`src/rtl/pc_sequencer_if.sv`:
```
// Handshake bundle between the branch/jump resolver, instruction memory and the PC sequencer.
// The slave modport is the sequencer's view; the master modport is the driving side.
interface pc_sequencer_if #(
  parameter int PC_W = 9
);
  logic            ctrl_en;
  logic            jump;
  logic [PC_W-1:0] endout;
  logic            is_jal;
  logic            stall;
  logic            halt;
  logic            imem_ready;
  logic [PC_W-1:0] pc;
  logic            fetch_req;
  logic [PC_W-1:0] link_addr;
  logic            link_we;
  logic            halted;

  modport master (
    output ctrl_en, jump, endout, is_jal, stall, halt, imem_ready,
    input  pc, fetch_req, link_addr, link_we, halted
  );

  modport slave (
    input  ctrl_en, jump, endout, is_jal, stall, halt, imem_ready,
    output pc, fetch_req, link_addr, link_we, halted
  );
endinterface

```
`src/rtl/pc_sequencer.sv`:
```
// Program-counter stage: FETCH/EXEC sequencing, next-PC selection, jal link capture and halt.
// All outputs come straight from registers.
module pc_sequencer #(
  parameter int              PC_W     = 9,
  parameter logic [PC_W-1:0] RESET_PC = '0
) (
  input  logic            clock,
  input  logic            reset,
  pc_sequencer_if.slave   bus
);
  typedef enum logic [1:0] {
    ST_FETCH = 2'd0,
    ST_EXEC  = 2'd1,
    ST_HALT  = 2'd2
  } state_t;

  localparam logic [PC_W-1:0] PC_ONE = {{(PC_W-1){1'b0}}, 1'b1};

  state_t          state_r;
  logic [PC_W-1:0] pc_r;
  logic            fetch_req_r;
  logic [PC_W-1:0] link_addr_r;
  logic            link_we_r;
  logic            halted_r;
  logic [PC_W-1:0] pc_inc_s;
  logic [PC_W-1:0] next_pc_s;

  // Next-PC select; the resolver returns pc for not-taken, so branch results are bumped by one
  always_comb begin
    pc_inc_s  = pc_r + PC_ONE;
    next_pc_s = pc_inc_s;
    if (bus.ctrl_en) begin
      if (bus.jump) begin
        next_pc_s = bus.endout;
      end else begin
        next_pc_s = bus.endout + PC_ONE;
      end
    end else begin
      next_pc_s = pc_inc_s;
    end
  end

  // Sequencer FSM with registered outputs
  always_ff @(posedge clock) begin
    if (reset) begin
      state_r     <= ST_FETCH;
      pc_r        <= RESET_PC;
      fetch_req_r <= 1'b1;
      link_addr_r <= {PC_W{1'b0}};
      link_we_r   <= 1'b0;
      halted_r    <= 1'b0;
    end else begin
      link_we_r <= 1'b0;
      case (state_r)
        ST_FETCH: begin
          if (bus.imem_ready) begin
            state_r     <= ST_EXEC;
            fetch_req_r <= 1'b0;
          end else begin
            state_r     <= ST_FETCH;
            fetch_req_r <= 1'b1;
          end
        end
        ST_EXEC: begin
          if (bus.stall) begin
            state_r     <= ST_EXEC;
            fetch_req_r <= 1'b0;
          end else if (bus.halt) begin
            state_r     <= ST_HALT;
            fetch_req_r <= 1'b0;
            halted_r    <= 1'b1;
          end else begin
            state_r     <= ST_FETCH;
            fetch_req_r <= 1'b1;
            pc_r        <= next_pc_s;
            if (bus.ctrl_en && bus.is_jal) begin
              link_addr_r <= pc_inc_s;
              link_we_r   <= 1'b1;
            end else begin
              link_addr_r <= link_addr_r;
            end
          end
        end
        ST_HALT: begin
          state_r     <= ST_HALT;
          fetch_req_r <= 1'b0;
          halted_r    <= 1'b1;
        end
        default: begin
          // Unreachable encoding: recover by restarting the fetch at the current PC
          state_r     <= ST_FETCH;
          fetch_req_r <= 1'b1;
          halted_r    <= 1'b0;
        end
      endcase
    end
  end

  assign bus.pc        = pc_r;
  assign bus.fetch_req = fetch_req_r;
  assign bus.link_addr = link_addr_r;
  assign bus.link_we   = link_we_r;
  assign bus.halted    = halted_r;
endmodule

```
`src/flat_wrapper.sv`:
```
// flat-port wrapper written by rule: the top's interface ports become plain ports
module pc_sequencer_flat 
#(
  parameter int              PC_W     = 9,
  parameter logic [PC_W-1:0] RESET_PC = '0
)
  (clock, reset, bus_ctrl_en, bus_jump, bus_endout, bus_is_jal, bus_stall, bus_halt, bus_imem_ready, bus_pc, bus_fetch_req, bus_link_addr, bus_link_we, bus_halted);
  pc_sequencer_if #(.PC_W(PC_W)) bus_i ();
  input  logic clock;
  input  logic reset;
  input wire logic [$bits(bus_i.ctrl_en)-1:0] bus_ctrl_en;
  input wire logic [$bits(bus_i.jump)-1:0] bus_jump;
  input wire logic [$bits(bus_i.endout)-1:0] bus_endout;
  input wire logic [$bits(bus_i.is_jal)-1:0] bus_is_jal;
  input wire logic [$bits(bus_i.stall)-1:0] bus_stall;
  input wire logic [$bits(bus_i.halt)-1:0] bus_halt;
  input wire logic [$bits(bus_i.imem_ready)-1:0] bus_imem_ready;
  output wire logic [$bits(bus_i.pc)-1:0] bus_pc;
  output wire logic [$bits(bus_i.fetch_req)-1:0] bus_fetch_req;
  output wire logic [$bits(bus_i.link_addr)-1:0] bus_link_addr;
  output wire logic [$bits(bus_i.link_we)-1:0] bus_link_we;
  output wire logic [$bits(bus_i.halted)-1:0] bus_halted;
  assign bus_i.ctrl_en = bus_ctrl_en;
  assign bus_i.jump = bus_jump;
  assign bus_i.endout = bus_endout;
  assign bus_i.is_jal = bus_is_jal;
  assign bus_i.stall = bus_stall;
  assign bus_i.halt = bus_halt;
  assign bus_i.imem_ready = bus_imem_ready;
  assign bus_pc = bus_i.pc;
  assign bus_fetch_req = bus_i.fetch_req;
  assign bus_link_addr = bus_i.link_addr;
  assign bus_link_we = bus_i.link_we;
  assign bus_halted = bus_i.halted;
  pc_sequencer #(.PC_W(PC_W), .RESET_PC(RESET_PC)) u_core (.clock(clock), .reset(reset), .bus(bus_i));
endmodule
```
`config.mk`:
```
export PLATFORM = sky130hd
export DESIGN_NAME = pc_sequencer_flat
export DESIGN_NICKNAME = d
export VERILOG_FILES = /design/src/rtl/pc_sequencer_if.sv /design/src/rtl/pc_sequencer.sv /design/src/flat_wrapper.sv
export SDC_FILE = /design/constraint.sdc
export NUM_CORES = 1
export LEC_CHECK = 0
export CELL_PAD_IN_SITES_DETAIL_PLACEMENT = 1
export CELL_PAD_IN_SITES_GLOBAL_PLACEMENT = 1
export CORE_MARGIN = 3
export CORE_UTILIZATION = 34
export DETAILED_ROUTE_END_ITERATION = 8
export PLACE_DENSITY_LB_ADDON = 0.1
export SYNTH_ARGS = -nofsm -noshare
export SYNTH_HDL_FRONTEND = slang
export SYNTH_SLANG_ARGS = --single-unit
```
`constraint.sdc`:
```
create_clock -name clock -period 2.1 [get_ports clock]
set_input_delay 0.525 -clock clock [delete_from_list [all_inputs] [get_ports clock]]
set_output_delay 0.525 -clock clock [all_outputs]
set_load 0.02 [all_outputs]
```
# After elaboration in Yosys (flattened, before gate mapping)
# Cells that the tools add are included.
# W data, S select, Z words.
# word_totals
regBits	23
inputBits	17
output_inout_bits	21
word_cells	36
# classes
n_addsub	2
eq_ne	4
mux	14
n_bitwise	4
reduce_logical	6
# op_table
op	count
$add A9 B1 Y9 const B	2
$mux W9	2
$mux W1	7
$pmux W1 S3	2
$pmux W2 S3	1
$reduce_and A3 Y1	2
$mux W2	2
$ne A2 B2 Y1 const B	2
$not A1 Y1	4
$reduce_and A4 Y1	1
$reduce_or A4 Y1	1
$eq A2 B1 Y1 const B	1
$eq A2 B2 Y1 const B	1
$logic_not A2 Y1	1
$logic_and A1 B1 Y1	1

# Logic depth before layout (Yosys ltp)
# Gate-level depths: netlist (run 1).
# depth
depth_word	3
mapped_depth	8
depth_no_buf	6

# Worst setup path after synthesis (run 1)
# No wires, ideal clock.
# synth_path
path_kind	register to register
from	reg u_core.pc_r[0] (netlist: u_core.bus.pc[0])
to	reg u_core.pc_r[6] (netlist: u_core.bus.pc[6])
setup_ps	88
arrival_ps	1679
required_ps	2012
slack_ps	333
path_stages_with_launch	6
n_path_buf	0
synth_period_minus_slack_ps	1767
path_cell_list	dfxtp_1 > ha_1 > nand4_1 > or2_1 > mux2_1 > a311oi_2
# synth_between
elab_chain_len	2
# synth_rtl
item	line_no	text
start: declaration	pc_sequencer.sv:20	logic [PC_W-1:0] pc_r;
start signal: assignment	pc_sequencer.sv:75	pc_r <= next_pc_s;
$add A9 B1 Y9	pc_sequencer.sv:30	pc_inc_s = pc_r + PC_ONE;
$mux W9	pc_sequencer.sv:32	if (bus.ctrl_en) begin
# No other way between the ends.
# A chain may end at the register's enable or synchronous reset.

# Worst setup path after layout (run 1)
# layout_path
from	reg u_core.pc_r[3] (netlist: u_core.bus.pc[3])
to	out bus_pc[3]
# layout_lines
item	line_no	text
end: declaration	flat_wrapper.sv:18	output wire logic [$bits(bus_i.pc)-1:0] bus_pc;
# No word-level cell between the ends.

==> summary.txt, run 1 <==
Clock tree
  – CTS clock-pin slew for the worst setup and hold paths: approximately 0.080 ns
  – Number of H-tree levels: 1
  – Clk root buf: sky130_fd_sc_hd__clkbuf_8
  – Clock sink count: 23
  – Post-CTS setup buffers: 0
  – TritonCTS buffer count: 3
  – Max Root-Sink Buffers: 2
  – Resize count post-CTS: 0
  – Source-to-sink clock delay at the later pin of the worst-skew pair: between 0.2 and 0.3 ns
  – TritonCTS clock tree: yes
  – Cts hold-fix bufs: 0

Floorplan
  – Vertical die dimension: 68.9 um
  – Total core area: 3740 um^2
  – DIE WIDTH: just under 70 um
  – Die ar.: around 4700 um^2
  – Initial standard-cell utilization of the core: between 30% and 40%
  – Number of core rows: 22
  – Number of top-level pins: 38

Timing
  – RSZ-0062 raised after global routing: no
  – Setup clock skew after layout: 0.00693 ns
  – Post-route worst hold slack: about 0.46 ns
  – Share of the clock period used by the worst path: 91.8%
  – Worst-Margin Slew: around 0.35 ns
  – Fmax: 0.519 GHz
  – Total negative slack: 0 ns
  – Worst slew margin relative to its limit: 76.5%
  – Count of final hold-check violations: 0
  – Time the worst path needs with I/O delays and setup: just under 2 ns
  – Max-slew violation count: 0
  – Setup violators final: 0

Power and ir drop
  – Net switching fraction of the power: 25.4%
  – Sequential Power Share: 50.9%
  – Switching pwr: 0.229 mW
  – Comb pwr share: a little under a fifth
  – Relative contribution of the clock network to total power: between 30% and 40%
  – Power density over the cells: 477 nW/um^2
  – Leakage power: about 0.65 nW
  – Internal Power: 0.672 mW
  – Worst IR Drop VDD: 0.204 mV
  – Tot Pwr: 0.901 mW

Job
  – Max capacitance violation total: 0

Cells and area
  – Synthesis-to-layout area growth: 40.3%
  – Fraction of layout cells with a size suffix above 1: between 10% and 20%
  – Post-Layout Cell Count: ~250
  – Commonest non-fill, non-tap cells in the layout: 37 x sky130_fd_sc_hd__clkdlybuf4s50_1, 23 x sky130_fd_sc_hd__dfxtp_1, 18 x sky130_fd_sc_hd__nor2_1, 14 x sky130_fd_sc_hd__buf_4, 13 x sky130_fd_sc_hd__xnor2_1
  – Most common cell after layout, fill and taps aside: sky130_fd_sc_hd__clkdlybuf4s50_1
  – Diodes inserted: 0
  – Number of nets at the end of the flow: between 200 and 250

Detailed routing
  – Number of design rule violations left after detail routing: 0
  – Vias after detailed routing: 1319
  – Drt pass-1 iters: 4
  – Average wire per cell in the routed design: 13.9 um
  – Post-route ant nets: 0
  – Initial detailed-routing violation count: 21
  – Via density per instance: 5.23
  – WL final: 3500 um

Run status
  – Run status: finished, final reports clean

Placement
  – Buffers on Ports: 37
  – Detailed placer's ending HPWL: roughly 2800 um
  – Final weighted congestion in routability-driven placement: 0.771
  – Total placed cells including tap cells: 248

Yosys
  – Number of warnings printed during yosys synthesis: 0
  – Post-synthesis sequential area ratio: 34.2%
  – Synthesized area divided by synthesized cell count: ~8.5 um^2
  – Number of standard cells after synthesis: approximately 160
  – Cell area after technology mapping: 1350 um^2
  – Yosys top cell area share: 34.2%
  – Netlist cell types: 36
  – FF+latch count, synth: 23
  – Post-synth top area cell: sky130_fd_sc_hd__dfxtp_1
  – Largest cells by area after synthesis: sky130_fd_sc_hd__dfxtp_1 34%, sky130_fd_sc_hd__xnor2_1 8.5%, sky130_fd_sc_hd__a211oi_1 5.0%
  – Synthesized net count: 180

Global route
  – Aggregate global routing overflow: 0
  – Wire length of the first global-routing pass: roughly 6000 um
  – Vias in the first global route: 1365
  – GRT Overall Usage: 16.4%
  – Antenna violations before repair: 0
  – Largest net degree at the start of global routing: 17

Setup path
  – Cell type of the slowest stage on the worst timing path: sky130_fd_sc_hd__clkdlybuf4s50_1
  – Flop-to-flop setup slack: 0.27 ns
  – Peak fanout along the critical path: 8
  – Length in cells of the worst reg-to-reg path: 7
  – Critical Path, Cell by Cell: clkdlybuf4s50_1
  – Crit. End Element: output port
  – CP arrival: 1.40 ns
  – Top delay family on crit path: buffers and inverters
  – Critical path's largest stage delay: about 0.66 ns
  – Worst path bufs/invs: 1
  – Depth of the critical timing path with buffers and inverters included: 1
  – Worst setup path class: register to output port
  – Data required time at the worst endpoint: around 1.6 ns
  – Startpoint Class: register

Hold path
  – Worst hold stages: 2
  – HP Class: register to register
path summary, 6_finish.rpt:
check / start / end
worst max-delay path: u_core.bus.pc[3] / bus_pc[3]
worst min-delay path: u_core.bus.link_addr[1] / u_core.bus.link_addr[1]
worst max register to register: u_core.state_r[1] / u_core.bus.pc[0]
worst min register to register: u_core.bus.link_addr[1] / u_core.bus.link_addr[1]
cells by family after synthesis:
group	count (synthesis)	synth area share (%)
xor+xnor	15	9.77
simple gates	66	25.9
flops	23	34.2
fa+ha+maj	5	4.65
mux	7	5.30
buf+inv	14	5.49
compound gates	28	14.7
layout make-up:
class                           instances  area [um^2]
Fill cell                             458         1860
Multi-Input combinational cell        121          811
Timing Repair Buffer                   52          495
Sequential cell                        23          460
Tap cell                               48         60.1
Clock buffer                            4         45.0
Inverter                                4         15.0
routing by layer:
| metal | routed length (um) | share of wire [%] | global-route usage [%] |
|---|---|---|---|
| met1 | 1500 | 43 | 19.0 |
| met2 | 1750 | 50 | 30.1 |
| met3 | 234 | 6.7 | 4.05 |
| met4 | 13 | 0.37 | 3.89 |
| met5 | 0 | 0 | 0 |
flip-flops by register name (all words and copies together), names as in the netlist:
name and cells:
u_core.bus.link_we 1, u_core.state_r 2, u_core.bus.halted 1, u_core.bus.link_addr 9, u_core.bus.fetch_req 1, u_core.bus.pc 9
cells in the mapped netlist:
cell and n:
sky130_fd_sc_hd__nor4bb_1 1, sky130_fd_sc_hd__o21ai_0 3, sky130_fd_sc_hd__a32oi_1 1, sky130_fd_sc_hd__a32o_1 1, sky130_fd_sc_hd__a21o_1 1, sky130_fd_sc_hd__nand4_1 2, sky130_fd_sc_hd__dfxtp_1 23, sky130_fd_sc_hd__a21oi_1 8
sky130_fd_sc_hd__mux2_1 1, sky130_fd_sc_hd__nor2b_1 1, sky130_fd_sc_hd__and3_1 3, sky130_fd_sc_hd__buf_6 1, sky130_fd_sc_hd__xor2_1 2, sky130_fd_sc_hd__nand2_1 11, sky130_fd_sc_hd__or2_1 1, sky130_fd_sc_hd__or4_1 1
sky130_fd_sc_hd__nand3_1 7, sky130_fd_sc_hd__ha_1 5, sky130_fd_sc_hd__nor3b_2 1, sky130_fd_sc_hd__nand4b_1 2, sky130_fd_sc_hd__nor4_1 3, sky130_fd_sc_hd__xnor2_1 13, sky130_fd_sc_hd__inv_1 4, sky130_fd_sc_hd__a211oi_1 9
sky130_fd_sc_hd__a311oi_2 1, sky130_fd_sc_hd__buf_2 2, sky130_fd_sc_hd__a22oi_1 1, sky130_fd_sc_hd__nor3b_1 4, sky130_fd_sc_hd__nor3_1 6, sky130_fd_sc_hd__or3b_2 1, sky130_fd_sc_hd__o221ai_1 3, sky130_fd_sc_hd__nor2_1 18
sky130_fd_sc_hd__nand2b_1 4, sky130_fd_sc_hd__clkbuf_1 4, sky130_fd_sc_hd__buf_4 3, sky130_fd_sc_hd__mux2i_1 6
power by group through the flow:
stage | clock network [mW] | logic [mW] | registers, mW
after floorplan | 0 | 0.0699 | 0.477
after global placement | 0 | 0.164 | 0.467
after detailed placement | 0 | 0.169 | 0.469
after CTS | 0.282 | 0.170 | 0.458
after global routing | 0.297 | 0.185 | 0.461
final | 0.274 | 0.169 | 0.458
per-stage QoR:
step	area (um^2)	setup WS (ns)	utilization, %
floorplan	1350	0.333	-
global placement	1840	0.0427	49.2
detailed placement	1840	-0.0879	49.2
CTS	1890	0.168	50.4
global route	1890	0.112	50.4
finish	1890	0.173	50.4
(Power assumes the default switching activity.)
==> inputs of run 2 (changes only) <==
--- a/config.mk
+++ b/config.mk
@@ -7,6 +7,7 @@
 export LEC_CHECK = 0
 export CELL_PAD_IN_SITES_DETAIL_PLACEMENT = 1
 export CELL_PAD_IN_SITES_GLOBAL_PLACEMENT = 1
+export CORE_ASPECT_RATIO = 0.8
 export CORE_MARGIN = 3
 export CORE_UTILIZATION = 34
 export DETAILED_ROUTE_END_ITERATION = 8
==> summary.txt, run 2 (synthesis gave the netlist of run 1 again) <==
Run status
  – Run status: finished, final reports clean

Timing
  – Max-slew violation count: 0 (unchanged)
  – Worst slew margin relative to its limit: 77.6% (+1.1 points)
  – Worst-Margin Slew: 0.335 ns (-0.0161 ns)
  – RSZ-0062 raised after global routing: no
  – Setup clock skew after layout: 0.00363 ns (-0.00330 ns)
  – Crit path setup slack, layout: 0.110 ns (-0.0627 ns)
  – Count of final hold-check violations: 0 (unchanged)
  – Share of the clock period used by the worst path: 94.7% (+3.0 points)
  – Time the worst path needs with I/O delays and setup: 1.99 ns (+0.0627 ns)
  – Setup violators final: 0 (unchanged)
  – Fmax: 0.503 GHz (-3.2%)

Setup path
  – Startpoint Class: register
  – Peak fanout along the critical path: 9 (+1)
  – Critical Path, Cell by Cell: clkdlybuf4s50_1
  – Data required time at the worst endpoint: 1.57 ns (about the same)
  – Critical path's largest stage delay: 0.68 ns (+0.02 ns)
  – FF-to-FF Start: u_core.bus.pc[0]
  – Capture point of the worst reg-to-reg path: u_core.bus.pc[6]
  – Cell type of the slowest stage on the worst timing path: sky130_fd_sc_hd__clkdlybuf4s50_1
  – Worst setup path class: register to output port
  – Flop-to-flop setup slack: 0.31 ns (+0.04 ns)
  – Worst path bufs/invs: 1 (unchanged)
  – Length in cells of the worst reg-to-reg path: 5 (-2)
  – Crit. End Element: output port
  – Top delay family on crit path: buffers and inverters
  – CP arrival: 1.46 ns (+0.06 ns)

Cells and area
  – Diodes inserted: 0 (unchanged)
  – Post-Layout Cell Count: 251 (-0.40%)
  – Commonest non-fill, non-tap cells in the layout: 37 x sky130_fd_sc_hd__clkdlybuf4s50_1, 23 x sky130_fd_sc_hd__dfxtp_1, 18 x sky130_fd_sc_hd__nor2_1, 13 x sky130_fd_sc_hd__xnor2_1, 11 x sky130_fd_sc_hd__nand2_1
  – Final standard cell utilization of the core: 51.7% (+1.3 points)
  – Synthesis-to-layout area growth: 38.9%
  – Fraction of layout cells with a size suffix above 1: 8.54% (-1.8 points)
  – Number of nets at the end of the flow: 222 (-2.2%)
  – Post-route cell area: 1870 um^2 (-0.99%)
  – Most common cell after layout, fill and taps aside: sky130_fd_sc_hd__clkdlybuf4s50_1

Floorplan
  – Number of top-level pins: 38 (unchanged)
  – Total core area: 3610 um^2 (-3.5%)
  – Number of core rows: 19 (-14%)
  – Die ar.: 4750 um^2 (+0.10%)
  – Initial standard-cell utilization of the core: 37.2% (+1.3 points)
  – DIE WIDTH: 76.3 um (+11%)
  – Vertical die dimension: 62.3 um (-9.6%)

Hold path
  – Beginning of the worst hold path: u_core.bus.link_addr[1]
  – HP Class: register to register
  – Worst Hold Endpoint: u_core.bus.link_addr[1]
  – Worst hold stages: 2 (unchanged)

Placement
  – Total placed cells including tap cells: 247 (-0.40%)
  – Buffers on Ports: 37 (unchanged)
  – Area after DPL: 1820 um^2 (-1.1%)
  – Detailed placer's ending HPWL: 2790 um (-1.7%)
  – Final weighted congestion in routability-driven placement: 0.842 (+9.2%)
  – Worst setup slack before clock tree synthesis: -0.0504 ns (+0.0375 ns)

Power and ir drop
  – Tot Pwr: 0.905 mW (+0.49%)
  – Leakage power: 0.635 nW (-2.6%)
  – Worst IR Drop VDD: 0.307 mV (+50%)
  – Power density over the cells: 485 nW/um^2 (+1.5%)

Detailed routing
  – Average wire per cell in the routed design: 14.0 um (+0.94%)
  – Post-route ant nets: 0 (unchanged)
  – WL final: 3520 um (+0.54%)
  – Via density per instance: 5.07 (-3.2%)
  – Number of design rule violations left after detail routing: 0 (unchanged)
  – Initial detailed-routing violation count: 44 (+110%)
  – Vias after detailed routing: 1272 (-3.6%)
  – Drt pass-1 iters: 4 (unchanged)

Global route
  – Global route hottest layer: met2
  – Met3 capacity usage during global routing: 4.05% (-0.0056 points)
  – Aggregate global routing overflow: 0 (unchanged)
  – Antenna violations before repair: 0 (unchanged)
  – Vias in the first global route: 1243 (-8.9%)
  – Global Route met1 Usage: 19.2% (+0.24 points)
  – GRT Overall Usage: 14.9% (-1.5 points)
  – Largest net degree at the start of global routing: 25 (+8)
  – Wire length of the first global-routing pass: 5870 um (-1.5%)
  – Met2 track demand over resource in global routing: 25.2% (-4.9 points)

Clock tree
  – TritonCTS clock tree: yes
  – Number of H-tree levels: 1 (unchanged)
  – Resize count post-CTS: 0 (unchanged)
  – Clk root buf: sky130_fd_sc_hd__clkbuf_8
  – TritonCTS buffer count: 3 (unchanged)
  – Max Root-Sink Buffers: 2 (unchanged)
  – Clock sink count: 23 (unchanged)
  – CTS clock-pin slew for the worst setup and hold paths: 0.09 ns (about the same)
  – Cts hold-fix bufs: 0 (unchanged)
  – Post-CTS setup buffers: 0 (unchanged)
  – Source-to-sink clock delay at the later pin of the worst-skew pair: 0.27 ns (about the same)

Job
  – Max capacitance violation total: 0 (unchanged)
## run 2: per-stage QoR
step,TNS (ns),hold slack (ns)
finish,0,0.461
global route,0,0.493
floorplan,0,0.505
CTS,0,0.464
global placement,-0.00245,0.444
detailed placement,-0.132,0.451
## run 2: final cells by class
cell class	count	area (um^2)
fillers	436	1750
multi-input cells	121	811
repair buffers	47	470
flip-flops and latches	23	460
well taps	52	65.1
clock buffers	3	41.3
inverters	4	15.0
clock inverters	1	5.00
## run 2: worst max path at each step
stage | from | endpoint | slack [ns] | cells after the start
2_1_floorplan | u_core.bus.pc[0] | u_core.bus.pc[6] | 0.33 | 5
3_3_place_gp | bus_stall | u_core.bus.pc[6] | -0.002 | 5
3_5_place_dp | bus_stall | u_core.bus.pc[6] | -0.05 | 5
4_1_cts | u_core.bus.pc[2] | bus_pc[2] | 0.10 | 1
5_1_grt | u_core.bus.pc[2] | bus_pc[2] | 0.07 | 1
6_report | u_core.bus.pc[2] | bus_pc[2] | 0.11 | 1
## run 2: worst register-to-register path, stage by stage (launching register included)
cell,delay (ns)
sky130_fd_sc_hd__dfxtp_1,0.48
sky130_fd_sc_hd__ha_1,0.22
sky130_fd_sc_hd__nand4_1,0.14
sky130_fd_sc_hd__or2_1,0.30
sky130_fd_sc_hd__mux2_1,0.34
sky130_fd_sc_hd__a311oi_2,0.22
## run 2: where the power goes
group | internal [mW] | total, mW | switching (mW)
logic | 0.0879 | 0.167 | 0.0790
registers | 0.447 | 0.459 | 0.0115
clock network | 0.133 | 0.280 | 0.147
## run 2: metal layers
layer | share of wire, % | vias up
li1 | - | 653
met1 | 46 | 582
met2 | 47 | 35
met3 | 6.0 | 2
met4 | 0.48 | 0
met5 | 0 | -
